File: src/rtl/aes_sbox_arbiter.sv
// aes_sbox_arbiter
//   Shares one external 256x8 S-box ROM between the round SubBytes datapath
//   (requester 0) and the key-expansion SubWord path (requester 1). An
//   accepted 32-bit word is substituted one byte at a time, MSB byte first.
//   The substituted word goes back to the granted requester with a
//   single-cycle response pulse.
//
//   Build option: define AES_SBOX_ARB_KEYPRIO_EN to give requester 1 fixed
//   priority when both requesters are valid. Without it, simultaneous
//   requests are served round robin.
//
// Parameters
//   ROM_WAIT     extra wait cycles per ROM read beyond the first (0..7)
//
// Ports
//   clk, rst_n                 clock (rising edge), async active-low reset
//   req0_valid/word/ready      requester 0 handshake (ready is combinational)
//   rsp0_valid/word            requester 0 response pulse and held result
//   req1_valid/word/ready      requester 1 handshake (ready is combinational)
//   rsp1_valid/word            requester 1 response pulse and held result
//   rom_addr, rom_data         ROM address out, ROM data in
//   rom_ce_n, rom_oe_n         ROM chip/output enables, active low
//   busy                       high whenever a lookup sequence is running
module aes_sbox_arbiter #(
  parameter int ROM_WAIT = 0
) (
  input  logic        clk,
  input  logic        rst_n,
  input  logic        req0_valid,
  input  logic [31:0] req0_word,
  output logic        req0_ready,
  output logic        rsp0_valid,
  output logic [31:0] rsp0_word,
  input  logic        req1_valid,
  input  logic [31:0] req1_word,
  output logic        req1_ready,
  output logic        rsp1_valid,
  output logic [31:0] rsp1_word,
  output logic [7:0]  rom_addr,
  input  logic [7:0]  rom_data,
  output logic        rom_ce_n,
  output logic        rom_oe_n,
  output logic        busy
);

  typedef enum logic {IDLE, READ} state_t;

  localparam logic [2:0] WAIT_INIT = 3'(ROM_WAIT);

  state_t      state, state_next;
  logic        grant_id;
  logic        accept;
  logic        capture;
  logic        gid_q;
  logic [1:0]  idx;
  logic [2:0]  wait_cnt;
  logic [31:0] word_q;
  // Only the first three result bytes are stored; the last byte goes
  // straight from rom_data into the response register.
  logic [23:0] result_q;
`ifndef AES_SBOX_ARB_KEYPRIO_EN
  logic        last_grant;
`endif

  // Byte i of a word, counting from the MSB byte.
  function automatic logic [7:0] byte_sel(input logic [31:0] w, input logic [1:0] i);
    logic [7:0] b;
    b = w[31:24];
    case (i)
      2'd0: b = w[31:24];
      2'd1: b = w[23:16];
      2'd2: b = w[15:8];
      2'd3: b = w[7:0];
    endcase
    return b;
  endfunction

  always_comb begin
    grant_id   = 1'b0;
    state_next = state;
`ifdef AES_SBOX_ARB_KEYPRIO_EN
    grant_id = req1_valid;
`else
    // A lone requester wins outright; a tie goes to whoever did not win last.
    grant_id = (req0_valid && req1_valid) ? ~last_grant : req1_valid;
`endif
    req0_ready = (state == IDLE) && !grant_id && req0_valid;
    req1_ready = (state == IDLE) &&  grant_id && req1_valid;
    accept     = req0_ready || req1_ready;
    capture    = (state == READ) && (wait_cnt == 3'd0);
    case (state)
      IDLE: if (accept) state_next = READ;
      READ: if (capture && idx == 2'd3) state_next = IDLE;
      default: state_next = IDLE;
    endcase
  end

  assign busy = (state != IDLE);

  always_ff @(posedge clk or negedge rst_n) begin
    if (!rst_n) state <= IDLE;
    else        state <= state_next;
  end

  // Control and ROM pin registers
  always_ff @(posedge clk or negedge rst_n) begin
    if (!rst_n) begin
      rom_addr   <= 8'h00;
      rom_ce_n   <= 1'b1;
      rom_oe_n   <= 1'b1;
      rsp0_valid <= 1'b0;
      rsp1_valid <= 1'b0;
      rsp0_word  <= 32'h0;
      rsp1_word  <= 32'h0;
      idx        <= 2'd0;
      wait_cnt   <= 3'd0;
      gid_q      <= 1'b0;
`ifndef AES_SBOX_ARB_KEYPRIO_EN
      last_grant <= 1'b1;
`endif
    end else begin
      rsp0_valid <= 1'b0;
      rsp1_valid <= 1'b0;
      case (state)
        IDLE: begin
          if (accept) begin
            gid_q    <= grant_id;
`ifndef AES_SBOX_ARB_KEYPRIO_EN
            last_grant <= grant_id;
`endif
            rom_addr <= grant_id ? req1_word[31:24] : req0_word[31:24];
            rom_ce_n <= 1'b0;
            rom_oe_n <= 1'b0;
            idx      <= 2'd0;
            wait_cnt <= WAIT_INIT;
          end
        end
        READ: begin
          if (wait_cnt != 3'd0) begin
            wait_cnt <= wait_cnt - 3'd1;
          end else if (idx != 2'd3) begin
            idx      <= idx + 2'd1;
            rom_addr <= byte_sel(word_q, idx + 2'd1);
            wait_cnt <= WAIT_INIT;
          end else begin
            rom_ce_n <= 1'b1;
            rom_oe_n <= 1'b1;
            if (gid_q) begin
              rsp1_valid <= 1'b1;
              rsp1_word  <= {result_q, rom_data};
            end else begin
              rsp0_valid <= 1'b1;
              rsp0_word  <= {result_q, rom_data};
            end
          end
        end
        default: ;
      endcase
    end
  end

  // Data registers: accepted word and partial result
  always_ff @(posedge clk) begin
    if (accept) word_q <= grant_id ? req1_word : req0_word;
    if (capture) begin
      case (idx)
        2'd0: result_q[23:16] <= rom_data;
        2'd1: result_q[15:8]  <= rom_data;
        2'd2: result_q[7:0]   <= rom_data;
        default: ;
      endcase
    end
  end

endmodule

File: config.mk
export PLATFORM = sky130hd
export DESIGN_NAME = aes_sbox_arbiter
export DESIGN_NICKNAME = d
export VERILOG_FILES = /design/src/rtl/aes_sbox_arbiter.sv
export SDC_FILE = /design/constraint.sdc
export NUM_CORES = 1
export LEC_CHECK = 0
export ABC_AREA = 1
export BUFFER_PORTS_ARGS = -buffer_cell sky130_fd_sc_hd__buf_2
export CAP_MARGIN = 5
export CORE_ASPECT_RATIO = 1.5
export CORE_UTILIZATION = 55
export CTS_BUF_LIST = sky130_fd_sc_hd__clkbuf_2 sky130_fd_sc_hd__clkbuf_4 sky130_fd_sc_hd__clkbuf_8
export DETAILED_ROUTE_END_ITERATION = 6
export GPL_TIMING_DRIVEN = 0
export HOLD_SLACK_MARGIN = 0.02
export PLACE_DENSITY_LB_ADDON = 0.25
export SYNTH_ARGS = -nofsm -noshare
export SYNTH_HDL_FRONTEND = slang
export SYNTH_SLANG_ARGS = --single-unit
File: constraint.sdc
create_clock -name clk -period 8.13 [get_ports clk]
set_clock_uncertainty 0.1 [all_clocks]
set_input_delay 0.813 -clock clk [delete_from_list [all_inputs] [get_ports clk]]
set_output_delay 0.813 -clock clk [all_outputs]
set_load 0.1 [all_outputs]
==> summary.md <==
| Metric | Value |
|---|---|
| Routed WL per cell | 14.5 um |
| Crit path time final | 3160 ps |
| Synth Area in XOR/XNOR | 0% |
| Max Fanout on Critical Path | 10 |
| WL final | 13300 um |
| Post-Syn Area | 0.00600 mm2 |
| Reg2reg start | wait_cnt[1] |
| Die Y | 130 um |
| Critical path type | register to output pin |
| Worst Max-Slew Pin Slew | 741 ps |
| Top delay family on crit path | buffers and inverters |
| Endpoints failing setup | 0 |
| Initial Utilization | 56.7% |
| Critical Path End Type | output pin |
| Num ports | 155 |
| P&R area growth vs syn | 24.2% |
| Seq/Total Area, Yosys | 62.6% |
| First-pass GRT wire length | 21200 um |
| Max Fclk | 0.317 GHz |
| Gr usage total | 25.2% |
| Post-CTS Hold Fix Bufs | 0 |
| Outcome | finished clean |
| CP Data Arrival Time | 2240 ps |
| Drt first pass iters | 5 |
| Clk_lat worst skew | 440 ps |
| HPWL after DPL | 9850 um |
| Die area | 0.0113 mm2 |
| Share of layout cells above drive strength 1 | 35.9% |
| Worst path bufs/invs | 3 |
| Max-cap violations | 0 |
| Post-Syn Nets | 671 |
| Global route total overflow | 0 |
| Main combinational cell family by area after synthesis | simple AND/OR/NAND/NOR gates |
| Initial antenna violation count | 0 |
| Multi-input logic area | 0.00184 mm2 |
| Area occupied by registers | 0.00376 mm2 |
| Worst Hold Class | input pin to async pin |
| Adder-cell share of the synthesized area | 1.46% |
| Post-DRT Antenna Nets | 0 |
| Syn avg cell area | 10.2 um2 |
| CTS tree | built |
| CTS buffer count | 17 |
| Relative slew slack | 50.4% |
| Core area | 0.0106 mm2 |
| Ys Warns | 0 |
| Fin nets | 845 |
| Worst-path cell chain | nand2_2 -> nand2_2 -> inv_2 -> buf_2 -> nor3_1 -> buf_2 |
| Post-CTS Setup Bufs | 0 |
| Port Buf Inserts | 153 |
| CP Launch Point | last_grant |
| RSZ-0062 raised after global routing | false |
| Iter 0 DRT Violations | 278 |
| CTS Sinks | 139 |
| Ant. Diodes | 0 |
| CTS resizes | 0 |
| Worst Path Required | 7220 ps |
| Clock transition at the registers of the reported paths | 80 ps |
| Vias per inst | 4.93 |
| Simple-gate share of the synthesized area | 20.3% |
| Period Utilization, post-route | 38.8% |
| Synth cell types | 23 |
| Residual DRC count | 0 |
| Root Driver | clkbuf_8 |
| Delay of the slowest critical-path stage | 540 ps |
| Routability Congestion | 0.807 |
| Vias | 4533 |
| H-Tree Depth | 4 |
| Max-slew violations | 0 |
| Synth Instances | 588 |
| Hold Vio Cnt, Final | 0 |
| Fillers | 849 |
| Die X | 87.3 um |
| Largest net degree at the start of global routing | 70 |
| Core Util, Final | 70.4% |
| Setup tns final | 0 ps |
| CP max stage cell | dfstp_2 |
| Max clock buf depth | 2 |
| Synthesized flop and latch total | 139 |
| Num rows | 46 |
| CP Launch Type | register |
| Vias in the first global route | 4322 |
| Mux cell area share after synthesis | 0% |
| Post-synthesis compound-gate area fraction | 8.79% |
-- worst paths after layout --
path                                  to  slack [ps]  cells after the start
min                        rsp0_word[22]         120                      1
max reg2reg                  result_q[4]        6210                      5
max in group asynchronous     last_grant        7190                      2
min reg2reg                  rom_addr[4]         380                      2
min in group clk             rom_addr[4]         380                      2
max                           req0_ready        4970                      6
-- per-layer routing --
| layer | up-vias | share of wire [%] | wire [um] | GRT usage, % |
|---|---|---|---|---|
| met5 | - | 0 | 0 | 0 |
| met4 | 0 | 2.3 | 309 | 9.55 |
| met3 | 20 | 5.2 | 693 | 6.77 |
| met2 | 174 | 55 | 7320 | 45.5 |
| met1 | 2111 | 37 | 4960 | 28.2 |
| li1 | 2228 | - | - | - |
-- worst register-to-register path, stage by stage, from the launching register on --
cell and delay [ps]:
dfrtp_1 430, nor2_4 150, nand2_2 80, nor2_4 140, inv_1 80, nor2_1 570
-- cell type report --
cell class / count / share of cell area, %
buffer: 28 / 2.95
timing repair buffer: 155 / 10.9
tap: 144 / 2.42
sequential: 139 / 50.4
inverter: 51 / 2.57
clock buffer: 17 / 3.14
multi-input combinational: 370 / 24.7
clock inverter: 15 / 2.85
-- sequential cells by signal, indices dropped and copies added (netlist names) --
name / count
rsp0_word: 32
rsp1_word: 32
word_q: 32
result_q: 24
rom_addr: 8
wait_cnt: 3
idx: 2
busy: 1
gid_q: 1
last_grant: 1
rom_oe_n: 1
rsp0_valid: 1
rsp1_valid: 1
-- cell families (layout without fill, tap and decap cells) --
| group | after synthesis | in the layout |
|---|---|---|
| flops | 139 | 139 |
| simple gates | 292 | 292 |
| compound gates | 71 | 71 |
| fa+ha+maj | 7 | 7 |
| buf+inv | 79 | 266 |
-- cells in the mapped netlist --
cell | count | share of area [%]
nor2_4 | 3 | 0.56
inv_2 | 2 | 0.13
o21ai_1 | 20 | 1.7
a21oi_1 | 2 | 0.17
o21ai_2 | 46 | 6.7
clkbuf_1 | 6 | 0.38
nand3_1 | 34 | 2.8
nand3_2 | 3 | 0.50
o21ai_0 | 3 | 0.25
buf_2 | 5 | 0.42
or2_2 | 1 | 0.10
buf_6 | 13 | 2.4
buf_1 | 1 | 0.062
nand2_2 | 13 | 1.4
dfrtp_1 | 81 | 34
ha_1 | 7 | 1.5
nor2_1 | 28 | 1.8
edfxtp_1 | 56 | 28
inv_1 | 49 | 3.1
dfstp_2 | 2 | 0.88
nor3_1 | 1 | 0.083
buf_4 | 3 | 0.38
nand2_1 | 209 | 13
-- cell usage in the layout, fill, tap and decap left out, drive strengths merged --
master,n
nand3,37
dfrtp,81
clkbuf,23
nor2,31
inv,55
or2,1
nand2,222
a21oi,2
o21ai,69
bufinv,4
buf,177
nor3,1
clkinvlp,3
edfxtp,56
dfstp,2
ha,7
clkinv,4
-- per-stage QoR --
step                instance area, um2  hold WS [ps]  worst slack, ps  instances
floorplan                         6000           364             3860        588
global placement                  6950           360             4200        885
detailed placement                7010           360             5050        887
CTS                               7460           103             4960        919
global route                      7460          96.1             4820        919
finish                            7460           116             4970        919
Power is left out: the tool's default activity adds up to more than one toggle a clock period on the data nets, which glitch-free logic cannot reach.
